==> config.mk <==
export PLATFORM = sky130hd
export DESIGN_NAME = uart_rx_deframer
export DESIGN_NICKNAME = d
export VERILOG_FILES = /design/src/rtl/uart_rx_deframer.sv
export SDC_FILE = /design/constraint.sdc
export NUM_CORES = 1
export LEC_CHECK = 0
export CAP_MARGIN = 10
export CORE_UTILIZATION = 53
export CTS_CLUSTER_DIAMETER = 40
export DETAILED_ROUTE_END_ITERATION = 10
export GPL_ROUTABILITY_DRIVEN = 0
export MAX_ROUTING_LAYER = met4
export PLACE_DENSITY = 0.77
export SYNTH_ARGS = -nofsm -noshare
export SYNTH_HDL_FRONTEND = slang
export SYNTH_SLANG_ARGS = --single-unit
==> constraint.sdc <==
create_clock -name clk_i -period 3 [get_ports clk_i]
set_input_delay 0.45 -clock clk_i [delete_from_list [all_inputs] [get_ports clk_i]]
set_output_delay 0.45 -clock clk_i [all_outputs]
set_load 0.01 [all_outputs]
==> src/rtl/uart_rx_deframer.sv <==
// UART receive deframer: synchronises rx_i, checks the start bit at mid-bit, shifts data in LSB-first,
// checks the stop bit and emits one byte per frame. Parity checking is compiled in with UART_PARITY_EN.
module uart_rx_deframer #(
    parameter int DATA_W = 8
) (
    input  logic              clk_i,
    input  logic              rst_ni,
    input  logic              rx_i,
    input  logic              rx_en_i,
    input  logic [15:0]       clks_per_bit,
    input  logic              parity_odd_i,
    output logic [DATA_W-1:0] rx_data_o,
    output logic              rx_valid_o,
    output logic              frame_err_o,
    output logic              parity_err_o,
    output logic              break_o,
    output logic              busy_o
);

    typedef enum logic [2:0] {IDLE, START, DATA, PARITY, STOP, BREAK_WAIT} state_t;

    localparam int                IDX_W    = $clog2(DATA_W);
    localparam logic [IDX_W-1:0]  LAST_IDX = IDX_W'(DATA_W - 1);

    state_t              state;
    logic                rx_meta;
    logic                rx_s;
    logic [15:0]         cpb_q;
    logic [15:0]         cnt;
    logic [15:0]         half;
    logic [IDX_W-1:0]    bit_idx;
    logic [DATA_W-1:0]   shift;
    logic                bit_end;
    logic                start_mid;
    logic                all_zero;
`ifdef UART_PARITY_EN
    logic                par_bit;
    logic                par_mis;
`else
    logic                unused_parity_odd;
`endif

    assign half      = cpb_q >> 1;
    assign bit_end   = (cnt == cpb_q - 16'd1);
    assign start_mid = (cnt == half - 16'd1);
    assign busy_o    = (state != IDLE);

`ifdef UART_PARITY_EN
    assign all_zero = (shift == '0) && !par_bit;
`else
    assign all_zero = (shift == '0);
    assign unused_parity_odd = parity_odd_i;
`endif

    // NOTE: every register here is written with <= so all flops update together from pre-edge values.
    always_ff @(posedge clk_i) begin
        if (!rst_ni) begin
            rx_meta      <= 1'b1;
            rx_s         <= 1'b1;
            state        <= IDLE;
            cpb_q        <= '0;
            cnt          <= '0;
            bit_idx      <= '0;
            shift        <= '0;
            rx_data_o    <= '0;
            rx_valid_o   <= 1'b0;
            frame_err_o  <= 1'b0;
            parity_err_o <= 1'b0;
            break_o      <= 1'b0;
`ifdef UART_PARITY_EN
            par_bit      <= 1'b0;
            par_mis      <= 1'b0;
`endif
        end else begin
            rx_meta      <= rx_i;
            rx_s         <= rx_meta;
            rx_valid_o   <= 1'b0;
            frame_err_o  <= 1'b0;
            parity_err_o <= 1'b0;

            if (state != IDLE && !rx_en_i) begin
                state   <= IDLE;
                cnt     <= '0;
                break_o <= 1'b0;
            end else begin
                case (state)
                    IDLE: begin
                        if (rx_en_i && !rx_s) begin
                            state <= START;
                            cnt   <= '0;
                            cpb_q <= clks_per_bit;
                        end
                    end
                    START: begin
                        // A bit time under two clocks has no usable mid-point.
                        if (cpb_q < 16'd2) begin
                            state <= IDLE;
                            cnt   <= '0;
                        end else if (start_mid) begin
                            cnt <= '0;
                            if (!rx_s) begin
                                state   <= DATA;
                                bit_idx <= '0;
                            end else begin
                                state <= IDLE;
                            end
                        end else begin
                            cnt <= cnt + 16'd1;
                        end
                    end
                    DATA: begin
                        if (bit_end) begin
                            cnt     <= '0;
                            shift   <= {rx_s, shift[DATA_W-1:1]};
                            bit_idx <= bit_idx + 1'b1;
                            if (bit_idx == LAST_IDX) begin
`ifdef UART_PARITY_EN
                                state <= PARITY;
`else
                                state <= STOP;
`endif
                            end
                        end else begin
                            cnt <= cnt + 16'd1;
                        end
                    end
`ifdef UART_PARITY_EN
                    PARITY: begin
                        if (bit_end) begin
                            cnt     <= '0;
                            par_bit <= rx_s;
                            par_mis <= (((^shift) ^ rx_s) != parity_odd_i);
                            state   <= STOP;
                        end else begin
                            cnt <= cnt + 16'd1;
                        end
                    end
`endif
                    STOP: begin
                        if (bit_end) begin
                            cnt         <= '0;
                            rx_valid_o  <= 1'b1;
                            rx_data_o   <= shift;
                            frame_err_o <= !rx_s;
`ifdef UART_PARITY_EN
                            parity_err_o <= par_mis;
`endif
                            if (!rx_s && all_zero) begin
                                break_o <= 1'b1;
                                state   <= BREAK_WAIT;
                            end else begin
                                state <= IDLE;
                            end
                        end else begin
                            cnt <= cnt + 16'd1;
                        end
                    end
                    BREAK_WAIT: begin
                        if (rx_s) begin
                            break_o <= 1'b0;
                            state   <= IDLE;
                        end
                    end
                    default: state <= IDLE;
                endcase
            end
        end
    end

endmodule
* Word-level counts from Yosys, hierarchy flattened
Cells that the tools add are included.
Storage, ports and cells: flip-flop bits (word level) 59, output and inout bits 13, logic and storage cells 84
Cells by class: add/sub/neg operators 4, order comparisons 1, eq/ne operators 17, mux-type cells 25, bitwise operators 4, reduce and logical (&&, ||, !) cells 22
Operators by type and width (count):
- 2-to-1 mux 16 bit | 4
- one-hot mux 16 bit (3 select lines) | 1
- 2-to-1 mux 3 bit | 12
- equality test 16 bit | 2
- != test 2 bit (second input constant) | 9
- adder 16 x 1 -> 16 bit (second input constant) | 1
- less-than comparator 16 x 2 -> 1 bit (second input constant) | 1
- subtractor 15 x 1 -> 16 bit (second input constant) | 1
- subtractor 16 x 1 -> 16 bit (second input constant) | 1
- one-hot mux 3 bit (5 select lines) | 1
- AND reduction 6 bit | 2
- equality test 3 bit (second input constant) | 3
- AND reduction 3 bit | 3
- zero test 8 bit | 1
- one-hot mux 3 bit (2 select lines) | 1
- nonzero test 3 bit | 2
- 2-to-1 mux 1 bit | 4
- NOT 1 bit | 4
- AND reduction 4 bit | 1
- nonzero test 2 bit | 2
- OR reduction 2 bit | 2
- OR reduction 4 bit | 1
- adder 3 x 1 -> 3 bit (second input constant) | 1
- equality test 3 x 1 -> 1 bit (second input constant) | 1
- 9 further kinds | 12

* Depth between registers and ports, before layout
Gate-level depths: netlist of run 1.
word-level depth 5, depth in mapped cells 15, gate-level depth less buffers 11

* Worst setup path after synthesis of run 1
Ideal clock, no wire load.
path kind reg2reg, start point reg cpb_q[1], end point reg shift[0], data arrival time 2.858 ns, required time 2.884 ns, slack 0.026 ns, stages on the path, launching flop included 14, path buffers 2, clock period less this slack 2.974 ns, path through dfxtp_1 -> clkbuf_1 -> inv_1 -> ha_1 -> buf_2 -> nor4b_4 -> nand3_2 -> or4_1 -> o31ai_2 -> o21ai_2 -> or4_4 -> nor2_8 -> mux2i_1 -> nor2b_1
Between the ends: word-level cells in the longest chain between the ends 3
RTL lines:
- start, declared | RTL line 28 | logic [15:0] cpb_q;
- start signal, assigned | RTL line 91 | cpb_q <= clks_per_bit;
- subtractor 16 x 1 -> 16 bit | RTL line 44 | assign bit_end = (cnt == cpb_q - 16'd1);
- equality test 16 bit | RTL line 44
- AND reduction 3 bit (no source line)
- end signal, assigned | RTL line 114 | shift <= {rx_s, shift[DATA_W-1:1]};
- end, declared | RTL line 32 | logic [DATA_W-1:0] shift;
Every way passes these cells. A chain may end at the register's enable or synchronous reset.

* Worst setup path after layout of run 1
start point reg cpb_q[6], end point reg rx_data_o[7]
Between the ends: word-level cells in the longest chain between the ends 3
RTL lines:
- subtractor 16 x 1 -> 16 bit | RTL line 44
- equality test 16 bit | RTL line 44
- AND reduction 3 bit (no source line)
- end signal, assigned | RTL line 143 | rx_data_o <= shift;
- end, declared | RTL line 12 | output logic [DATA_W-1:0] rx_data_o,
Every way passes these cells.

==> results.yml, run 1 <==
run_status:
  status: "complete, no violations"
logic_synthesis:
  synthTopCellsByArea: "dfxtp_1, nand2_1, mux2i_1"
  syn_avg_cell_area_um2: 7.916
  ys.flop_type: "dfxtp_1"
  yosys_warnings: 0
  ys_seq_area_share_pct: 31.08
  syn-num-nets: 506
  synth_area_um2: 3800
  synthDistinctLibCells: 63
  yosysTopAreaCellShare_pct: 31.08
  postSynthCellCount: 480
  ys_ff_latch: 59
  synth_top_cell_by_area: "dfxtp_1"
  async_reset_ff_share_pct: 0
  synth_edf_count: 0
critical_path:
  end_kind: "flop"
  critPathMaxFanout: 9
  critPathArrivalTime_ns: 3.11
  cp-start-kind: "flop"
  required_ns: 3.24
  crit_type: "reg -> reg"
timing:
  max_slew.worst_pin.slew_ns: 0.8894
  timing.fmax_mhz: 348.5
  report.final.slew_viol_count: 0
  finalSetupViolations: 0
  fin_crit_sh_pct: 95.64
  slew_headroom_pct: 40.48
  holdWs_ns: 0.4151
  hold_violations: 0
  period_minus_slack_ns: 2.869
  finClkSkew_ns: 0.006755
pwr:
  power_leakage_nw: 1.726
  p_per_area_nw_per_um2: 414.0
  ir_drop_mv: 0.2924
clocking:
  clock_latency_ns: 0.35
  clk_pin_slew_ns: 0.07
  root_buffer: "clkbuf_8"
  cts_inserted_buffers: 9
  clock_path_buffers: 2
  clkSinkCount: 59
  cts_max_level: 3
  tritoncts: "done"
cells_and_area:
  diodes: 0
  nets: 547
  final_cell_mix: "nand2_1, dfxtp_1, buf_4, clkdlybuf4s50_1, nor2_1"
  area_delta_synth_final_pct: 22.49
  fin_cells: 622
  drive_gt1_share_pct: 17.11
  layout_commonest_cell: "nand2_1"
drt:
  dr.pass1.iters: 5
  vias: 3693
  routed_wl_um: 9979
  viasPerCell: 5.937
  drt_iter0_drc: 316
  ant_nets: 0
  drcViolationCount: 0
  wl_per_cell_um: 16.04
global_routing:
  antenna_found_initial: 0
  grt_usage_pct: 27.68
  grt_max_degree: 42
  grt.overflow.total: 0
  grt_pass1_vias: 3369
  grt_pass1_wl_um: 15690
floorplanning:
  io_pins: 34
  rows: 30
  die_h_um: 86.68
  start_util_pct: 55.32
  coreArea_um2: 6869
  die_area_um2: 7513
  fp.dieW_um: 86.68
min_path:
  hp-class: "reg -> reg"
flow_run:
  max-cap-violations: 0
placed_design:
  placedCellCount: 600
  hpwl_um: 6809
  port_buffers: 31
-- cell families (layout without fill, tap and decap cells) --
group	after synthesis	after routing	share of synthesized area, %
xor+xnor	32	32	7.376
other cells	1	1	0.09869
compound gates	99	99	17.78
simple gates	216	216	30.85
buf+inv	46	92	5.334
mux	21	21	5.565
fa+ha+maj	6	6	1.910
flops	59	59	31.08
-- power by group --
group / internal (mW) / switching (mW) / leakage [nW]
combinational: 0.168 / 0.194 / 1.15
sequential: 0.793 / 0.0248 / 0.478
clock: 0.387 / 0.360 / 0.0958
total: 1.35 / 0.579 / 1.73
-- cells in the mapped netlist, drive strengths merged (2+ instances only) --
cell    number
mux2i       20
nand4b       2
nor3        10
nor4        16
nand3b       2
nand2b      11
buf         11
and2         4
o21a         5
nand2       67
inv         10
clkbuf      25
a21boi      16
nor4b        2
o311ai       5
or4          3
or2          4
or3          2
a311oi       2
nor2        28
a21o         2
o31ai        2
o211ai       3
nand3       20
and3         9
nand4        7
xor2        12
ha           5
a211oi      13
xnor2       20
a21oi       14
nor2b       26
dfxtp       59
o21ai       25
a31oi        3
a211o        2
-- worst max-delay path: stages (launching register included) --
cell and delay (ns):
dfxtp_1 0.34, buf_4 0.17, nor2_1 0.31, nand4_1 0.24, xnor2_2 0.23, nor4_2 0.30, nand4b_1 0.20, or2_4 0.32
nor4_4 0.20, buf_6 0.19, mux2i_1 0.20, nor2b_1 0.07
-- registers in the layout, summed over array words and instances, names as in the netlist --
signal / count
cnt: 16
cpb_q: 16
rx_data_o: 8
shift: 8
bit_idx: 3
state: 3
break_o: 1
frame_err_o: 1
rx_meta: 1
rx_s: 1
rx_valid_o: 1
-- layer usage --
layer | vias to the layer above | part of all wire, % | track usage, %
met1 | 1761 | 45 | 34.53
li1 | 1774 | - | -
met3 | 19 | 5.4 | 4.571
met2 | 139 | 48 | 43.94
met4 | 0 | 1.9 | 12.73
met5 | - | 0 | -
-- through the flow --
stage	setup slack (ns)	utilization [%]	power, mW	area [µm²]	TNS, ns
5_1_grt	-0.07868	67.76	2.003	4654	-0.1485
3_3_place_gp	0.06072	62.35	1.137	4283	0
6_report	0.1309	67.76	1.927	4654	0
4_1_cts	0.01121	65.41	1.897	4493	0
2_1_floorplan	0.02574	-	1.040	3800	0
3_5_place_dp	-0.05437	62.35	1.149	4283	-0.1434
-- worst paths after layout --
path / start / to / slack [ns] / cells after the start
setup reg to reg: cpb_q[6] / rx_data_o[7] / 0.13 / 11
hold / removal: rx_meta / rx_s / 0.42 / 1
setup / recovery: cpb_q[6] / rx_data_o[7] / 0.13 / 11
hold reg to reg: rx_meta / rx_s / 0.42 / 1
-- layout make-up --
class | count | area, µm²
Fill cell | 566 | 2215
Multi-Input combinational cell | 375 | 2531
Timing Repair Buffer | 66 | 576.8
Clock buffer | 9 | 123.9
Sequential cell | 59 | 1189
Tap cell | 96 | 120.1
Inverter | 10 | 37.54
Clock inverter | 7 | 76.32
-- repair_timing --
action / 4_1_cts / 5_1_grt
gates resized for setup: 2 / 28
pin swaps: 1 / 17
endpoints found under the setup margin: 14 / 32
hold endpoints to repair: 0 / 0
buffers inserted: 0 / 5
hold buffers: 0 / 0
gates cloned: 0 / 1
Note: power is estimated with default switching activity, not from simulation.
==> inputs of run 2 (changes only) <==
REMOVE_ABC_BUFFERS = 1   (was unset)
==> run 2 against run 1 <==
Effect of this change:
- first-iteration DRC count shrank 22%
- critical path depth grew 1
- flip-flop and latch count is the same
- clock power grew 4.0%
- non-clock buffer count shrank 4
- worst setup slack lost 0.0045 ns
- core utilization shrank 1.5 points
- cell count shrank 0.64%
- largest cell class unchanged
- largest power group unchanged
==> results.yml, run 2 (synthesis gave the netlist of run 1 again) <==
critical_path:
  cp-start-kind: "flop"
  required_ns: 3.25
  critPathMaxFanout: 9
  critPathArrivalTime_ns: 3.12
  crit_type: "reg -> reg"
  r2r_cells: 12
  end_kind: "flop"
  r2r-start: "cpb_q[1]"
  rr_endpoint: "shift[3]"
  r2r_setup_slack_ns: 0.13
timing:
  timing.fmax_mhz: 348.0
  fin_crit_sh_pct: 95.78
  finClkSkew_ns: 0.01465
  fin_setup_tns_ns: 0
  slew_headroom_pct: 46.41
  report.final.slew_viol_count: 0
  finalSetupViolations: 0
  period_minus_slack_ns: 2.874
  hold_violations: 0
  rsz0062_at_grt: "false"
  max_slew.worst_pin.slew_ns: 0.8008
  setup_ws_ns: 0.1265
clocking:
  clkSinkCount: 59
  clock_path_buffers: 2
  cts_inserted_buffers: 9
  clock_latency_ns: 0.36
  tritoncts: "done"
  root_buffer: "clkbuf_8"
  cts_max_level: 3
  clk_pin_slew_ns: 0.09
global_routing:
  grt_pass1_vias: 3256
  grt_usage_pct: 27.04
  antenna_found_initial: 0
  grt.overflow.total: 0
  grt_max_degree: 42
  grt_pass1_wl_um: 15280
pwr:
  ir_drop_mv: 0.3410
  power_leakage_nw: 1.685
  p_per_area_nw_per_um2: 421.4
cells_and_area:
  nets: 543
  largest_registers: "cnt: 16 flops, cpb_q: 16 flops"
  stdcell_area_um2: 4553
  final_util_pct: 66.28
  area_delta_synth_final_pct: 19.82
  diodes: 0
  drive_gt1_share_pct: 13.22
  final_cell_mix: "nand2_1, dfxtp_1, clkdlybuf4s50_1, buf_4, nor2_1"
  layout_commonest_cell: "nand2_1"
placed_design:
  place_ws_ns: 0.02484
  port_buffers: 31
  hpwl_um: 6762
  dpl_cell_area_um2: 4283
floorplanning:
  fp.dieW_um: 86.68
  coreArea_um2: 6869
  die_h_um: 86.68
  start_util_pct: 55.32
  io_pins: 34
  die_area_um2: 7513
  rows: 30
min_path:
  hold_end: "rx_s"
  hp-class: "reg -> reg"
  hold_depth: 1
  min_from: "rx_meta"
drt:
  wl_per_cell_um: 15.64
  dr.pass1.iters: 5
  drt_iter0_drc: 248
  routed_wl_um: 9668
  viasPerCell: 5.785
  vias: 3575
  ant_nets: 0
  drcViolationCount: 0
flow_run:
  max-cap-violations: 0
run_status:
  status: "complete, no violations"
[run 2: area by class of cell]
type,count,area [µm²]
clock buffers,9,123.9
clock inverters,7,82.58
fillers,585,2316
inverters,10,37.54
multi-input cells,375,2461
flip-flops and latches,59,1181
well taps,96,120.1
repair buffers,62,546.8
[run 2: metrics by stage]
stage | hold slack (ns) | cells | power [mW]
final | 0.4132 | 618 | 1.919
after CTS | 0.4128 | 616 | 1.907
after global placement | 0.3895 | 600 | 1.133
after global routing | 0.4173 | 618 | 1.986
after floorplan | 0.3863 | 444 | 1.025
after detailed placement | 0.3929 | 600 | 1.142
[run 2: metal layers]
metal  GRT usage [%]  vias to the layer above  part of all wire (%)  wire [µm]
met5               -                        -                     0          0
met4           12.27                        0                   2.5        242
met3           6.286                       24                   7.5        727
met2           39.54                      138                    45       4336
met1           35.39                     1651                    45       4361
li1                -                     1762                     -          -
[run 2: repair_timing]
action	in CTS	in global routing
pin swaps	0	6
setup buffers	0	1
gates cloned	0	1
hold buffers	0	0
endpoints found under the hold margin	0	0
setup endpoints to repair	1	20
gates resized for setup	1	13
[run 2: worst max-delay path, stage by stage (launching register included)]
cell	delay (ns)
dfxtp_1	0.31
inv_1	0.09
ha_1	0.18
buf_4	0.16
and2b_1	0.19
nand2_1	0.11
o21a_1	0.21
nor4b_2	0.27
nand4_1	0.14
or4_4	0.57
nor2_8	0.23
mux2i_1	0.24
nor2b_1	0.07
[run 2: power by group]
| part | total [mW] | internal [mW] | switching, mW |
|---|---|---|---|
| Combinational | 0.325 | 0.149 | 0.176 |
| Sequential | 0.817 | 0.793 | 0.0239 |
| Clock | 0.777 | 0.398 | 0.379 |
[run 2: worst max-delay path by stage]
stage / end / from / slack [ns] / cells past startpoint
detailed placement: rx_data_o[5] / cpb_q[1] / 0.02 / 12
global route: shift[3] / cpb_q[1] / 0.0008 / 12
global placement: rx_data_o[4] / cpb_q[1] / 0.15 / 12
CTS: rx_data_o[5] / cpb_q[1] / 0.02 / 13
floorplan: rx_data_o[0] / cpb_q[1] / -0.28 / 11
finish: shift[3] / cpb_q[1] / 0.13 / 12
